`src/rtl/reg_bank_pkg.sv`:
```
// Shared types and width helpers for the register bank.
// Imported by the bank top and its byte-merge sub-module.
package reg_bank_pkg;

    typedef enum logic [0:0] {
        StIdle  = 1'b0,
        StClear = 1'b1
    } state_e;

    localparam int unsigned BYTE_W = 8;

    // Index width for a bank of nregs entries; never below one bit.
    function automatic int unsigned addr_w(input int unsigned nregs);
        return (nregs > 1) ? $clog2(nregs) : 1;
    endfunction

    // Number of byte lanes covered by the write enables.
    function automatic int unsigned be_w(input int unsigned data_w);
        return data_w / BYTE_W;
    endfunction

endpackage

```
`src/rtl/reg_bank_be_merge.sv`:
```
// Combinational byte-enable merge: lanes with be_i set take new_i, the rest keep old_i.
// Shared by the write path and both read-bypass paths.
module be_merge
    import reg_bank_pkg::*;
#(
    parameter int unsigned DATA_W = 32
) (
    input  logic [DATA_W-1:0]         old_i,
    input  logic [DATA_W-1:0]         new_i,
    input  logic [be_w(DATA_W)-1:0]   be_i,
    output logic [DATA_W-1:0]         merged_o
);

    always_comb begin
        merged_o = old_i;
        for (int i = 0; i < int'(be_w(DATA_W)); i++) begin
            if (be_i[i]) begin
                merged_o[i*BYTE_W +: BYTE_W] = new_i[i*BYTE_W +: BYTE_W];
            end
        end
    end

endmodule

```
`src/rtl/reg_bank.sv`:
```
// Architectural register file: one byte-masked write port, two bypassed read ports,
// optional hardwired-zero register 0 and a one-register-per-cycle bulk-clear sequencer.
module reg_bank
    import reg_bank_pkg::*;
#(
    parameter int unsigned DATA_W   = 32,
    parameter int unsigned NREGS    = 16,
    parameter int unsigned ADDR_W   = addr_w(NREGS),
    parameter bit          ZERO_REG = 1'b1
) (
    input  logic                      clk,
    input  logic                      rst,
    input  logic                      wr_valid,
    output logic                      wr_ready,
    input  logic [ADDR_W-1:0]         wr_addr,
    input  logic [DATA_W-1:0]         wr_data,
    input  logic [be_w(DATA_W)-1:0]   wr_be,
    input  logic [ADDR_W-1:0]         rd_addr_a,
    input  logic [ADDR_W-1:0]         rd_addr_b,
    output logic [DATA_W-1:0]         rd_data_a,
    output logic [DATA_W-1:0]         rd_data_b,
    input  logic                      clr_req,
    output logic                      busy
);

    state_e              state_q, state_d;
    logic [ADDR_W-1:0]   clr_idx_q, clr_idx_d;
    logic [DATA_W-1:0]   regs_q [NREGS];
    logic [DATA_W-1:0]   regs_d [NREGS];

    logic                wr_fire;
    logic                wr_zero;
    logic [DATA_W-1:0]   wr_merged;
    logic [DATA_W-1:0]   byp_a;
    logic [DATA_W-1:0]   byp_b;

    assign wr_fire = wr_valid && (state_q == StIdle);
    assign wr_zero = ZERO_REG && (wr_addr == '0);

    be_merge #(
        .DATA_W (DATA_W)
    ) u_wr_merge (
        .old_i    (regs_q[wr_addr]),
        .new_i    (wr_data),
        .be_i     (wr_be),
        .merged_o (wr_merged)
    );

    be_merge #(
        .DATA_W (DATA_W)
    ) u_byp_a_merge (
        .old_i    (regs_q[rd_addr_a]),
        .new_i    (wr_data),
        .be_i     (wr_be),
        .merged_o (byp_a)
    );

    be_merge #(
        .DATA_W (DATA_W)
    ) u_byp_b_merge (
        .old_i    (regs_q[rd_addr_b]),
        .new_i    (wr_data),
        .be_i     (wr_be),
        .merged_o (byp_b)
    );

    always_ff @(posedge clk) begin
        if (rst) begin
            state_q   <= StIdle;
            clr_idx_q <= '0;
        end else begin
            state_q   <= state_d;
            clr_idx_q <= clr_idx_d;
        end
    end

    always_comb begin
        state_d   = state_q;
        clr_idx_d = clr_idx_q;
        unique case (state_q)
            StIdle: begin
                if (clr_req) begin
                    state_d   = StClear;
                    clr_idx_d = '0;
                end
            end
            StClear: begin
                clr_idx_d = clr_idx_q + ADDR_W'(1);
                if (clr_idx_q == ADDR_W'(NREGS - 1)) begin
                    state_d = StIdle;
                end
            end
            default: state_d = StIdle;
        endcase
    end

    always_comb begin
        wr_ready = (state_q == StIdle);
        busy     = (state_q == StClear);
    end

    always_ff @(posedge clk) begin
        if (rst) begin
            regs_q <= '{default: '0};
        end else begin
            regs_q <= regs_d;
        end
    end

    // A write and clr_req in the same idle cycle both land: the write now, the clear after.
    always_comb begin
        regs_d = regs_q;
        if (wr_fire && !wr_zero) begin
            regs_d[wr_addr] = wr_merged;
        end
        if (state_q == StClear) begin
            regs_d[clr_idx_q] = '0;
        end
    end

    always_comb begin
        if (ZERO_REG && (rd_addr_a == '0)) begin
            rd_data_a = '0;
        end else if (wr_fire && (wr_addr == rd_addr_a)) begin
            rd_data_a = byp_a;
        end else begin
            rd_data_a = regs_q[rd_addr_a];
        end

        if (ZERO_REG && (rd_addr_b == '0)) begin
            rd_data_b = '0;
        end else if (wr_fire && (wr_addr == rd_addr_b)) begin
            rd_data_b = byp_b;
        end else begin
            rd_data_b = regs_q[rd_addr_b];
        end
    end

endmodule

```
`config.mk`:
```
export PLATFORM = sky130hd
export DESIGN_NAME = reg_bank
export DESIGN_NICKNAME = d
export VERILOG_FILES = /design/src/rtl/reg_bank_pkg.sv /design/src/rtl/reg_bank_be_merge.sv /design/src/rtl/reg_bank.sv
export SDC_FILE = /design/constraint.sdc
export NUM_CORES = 1
export LEC_CHECK = 0
export ABC_AREA = 1
export BUFFER_PORTS_ARGS = -buffer_cell sky130_fd_sc_hd__buf_4
export CELL_PAD_IN_SITES_DETAIL_PLACEMENT = 1
export CELL_PAD_IN_SITES_GLOBAL_PLACEMENT = 2
export CORE_MARGIN = 3
export CORE_UTILIZATION = 34
export DETAILED_ROUTE_END_ITERATION = 12
export HOLD_SLACK_MARGIN = 0.12
export PLACE_DENSITY = 0.84
export SYNTH_ARGS = -nofsm -noshare
export SYNTH_HDL_FRONTEND = slang
export SYNTH_SLANG_ARGS = --single-unit
```
`constraint.sdc`:
```
create_clock -name clk -period 4.12 [get_ports clk]
set_input_delay 1.236 -clock clk [delete_from_list [all_inputs] [get_ports clk]]
set_output_delay 1.236 -clock clk [all_outputs]
set_load 0.03 [all_outputs]
```
==> impl_metrics.tcl <==
set metrics [dict create \
    tightest_slew_ns 1.044 \
    nNetsFinal 6630 \
    clock_latency_ns 0.66 \
    syn-cell-area_um2 37320 \
    drc 0 \
    dpl-instance-area_um2 41770 \
    num_vias 47850 \
    antenna_found_initial 11 \
    maxCapViolations 0 \
    fin_skew_ns 0.03756 \
    synth-edff-count 0 \
    finalInstanceArea_um2 45140 \
    clk_pin_slew_ns 0.06 \
    syn-instance-count 6557 \
    rsz0062_at_grt "yes" \
    drive_gt1_share_pct 12.12 \
    worstPathArrival_ns 3.01 \
    synth_top_area_cell "dfxtp_1" \
    grt_pass1_wl_um 314200 \
    wl_per_cell_um 27.69 \
    dr.pass1.iters 6 \
    start_util_pct 34.57 \
    hold_viol_final 0 \
    timing_worst_setup_path_type "input pin to output port" \
    synthArstFlopShare_pct 0 \
    p_leak_uw 0.02139 \
    synth_most_common_cell "nand2_1" \
    clock-root-buffer "clkbuf_16" \
    coreArea_um2 108000 \
    die_x_um 337.3 \
    synth_top_area_share_pct 27.73 \
    grt_pass1_vias 45820 \
    cts_buffers 70 \
    dieArea_um2 113800 \
    startpoint_type "input pin" \
    die_h_um 337.3 \
    drt-initial-drc-count 5367 \
    portBuffers 117 \
    setup_violations 9 \
    clock_path_buffers 3 \
    setup_tns_ns -0.3682 \
    synth_common_cells "nand2_1, inv_1, a21oi_1, nand3_1, o21ai_0" \
    timing.slew.headroom_pct 30.41 \
    holdWs_ns 0.4755 \
    power_density_nw_per_um2 326.3 \
    grt_max_degree 129 \
    rows 120 \
    totalWireLength_um 222500 \
    avgSynthCellArea_um2 5.691 \
    status "complete, but fails checks" \
    setup_ws_ns -0.1303 \
    pin_count 118 \
    syn_nets 6613 \
    avgViaCountPerCell 5.956 \
    synthTopCellsByArea "dfxtp_1, nand2_1, a21oi_1" \
    grt_use_total_pct 37.45 \
    synth_ff_type "dfxtp_1" \
    syn_to_final_growth_pct 20.96 \
    gp_congestion 0.9378 \
    end_kind "output port" \
    min_path_type "flip-flop to flip-flop" \
    grt_overflow 0 \
    violations "negative setup slack" \
    vdd_ir_drop_max_mv 0.2628 \
    synth.distinct_cells 38 \
    ys_seq_area_share_pct 27.73 \
    cts.sinks 517 \
    finalCritPeriodShare_pct 103.2 \
    dp_hpwl_um 138900 \
    yosysWarningCount 0 \
    preCtsSetupSlack_ns -0.3655 \
    required_ns 2.88 \
    antenna_left 0 \
    cts_tree "done" \
    critPathMaxFanout 46 \
    fin_crit_ns 4.250 \
    max_freq_mhz 235.3 \
    cts.htree.levels 3 \
    slew_violations 0 \
    ys_seq_elements 517 \
    finalPower_uw 14730 \
]
-- report_power, final --
group          internal [µW]  switching, µW
clock network           3860           2680
registers               5080           65.3
logic                    896           2150
total                   9840           4890
-- routing by layer --
layer,vias up,GRT usage [%],wire length (µm)
met2,2789,58.36,95220
met3,791,8.335,24450
met4,4,21.66,14990
li1,21010,-,-
met1,23260,47.50,87770
met5,-,0,27
-- stage by stage --
step / instances / utilization [%]
after floorplan: 6557 / -
after global placement: 7878 / 38.69
after detailed placement: 7878 / 38.69
after CTS: 8014 / 41.25
after global routing: 8030 / 41.81
final: 8034 / 41.82
-- path summary, 6_finish.rpt --
path	from	to	slack (ns)	depth (start not counted)
setup / recovery	rd_addr_a[1]	rd_data_a[23]	-0.13	12
hold / removal	regs_q[489]	regs_q[489]	0.48	2
setup reg to reg	clr_idx_q[0]	regs_q[447]	1.66	10
hold reg to reg	regs_q[489]	regs_q[489]	0.48	2
-- kinds of logic (layout without fill, tap and decap cells) --
| family | Yosys count | after routing | synth area share, % |
|---|---|---|---|
| buffers and inverters | 1419 | 1488 | 15.47 |
| adders and majority gates | 4 | 4 | 0.1341 |
| xor gates and xnor gates | 2 | 2 | 0.04695 |
| other | 0 | 5 | 0 |
| AOI/OAI and AO/OA | 1666 | 1666 | 24.00 |
| and+or+nand+nor | 2949 | 2949 | 32.62 |
| DFF | 517 | 517 | 27.73 |
-- area by class of cell --
type | count | area, µm²
diodes | 5 | 12.51
clock buffers | 102 | 2146
clock inverters | 22 | 230.2
fillers | 14440 | 62810
inverters | 897 | 3432
multi-input cells | 4621 | 21780
flip-flops and latches | 517 | 10350
well taps | 1403 | 1755
repair buffers | 467 | 5435
-- what timing repair did --
action / CTS / global route
buffers inserted: 10 / 8
hold buffers: 0 / 0
setup endpoints to repair: 54 / 61
pin swaps: 10 / 22
gates resized for setup: 51 / 104
cloned: 3 / 7
-- worst max-delay path, stage by stage --
cell	delay (ns)
buf_6	0.11
buf_12	0.15
buf_16	0.20
a21oi_1	0.25
o21ai_0	0.20
nand3_1	0.13
nand3_1	0.09
nand2_1	0.09
nand2_1	0.05
a21oi_1	0.13
buf_4	0.16
buf_4	0.16
-- state kept, by name (all words and copies together), names as in the netlist --
signal / count
regs_q: 512
busy: 1
clr_idx_q: 4
-- layout by cell type (no fill, tap or decap), drive strengths merged --
cell	n
o21a	78
nor3	5
nor2	178
o22ai	2
clkinv	14
bufinv	4
and3	4
o211ai	92
xor2	2
nand3	740
bufbuf	2
diode	5
a211oi	1
a21oi	863
buf	457
clkinvlp	2
clkbuf	110
o21bai	2
ha	4
or2	1
inv	899
dfxtp	517
o21ai	628
nand2	2016
nand4	5
Power figures use the tool's default switching activity.
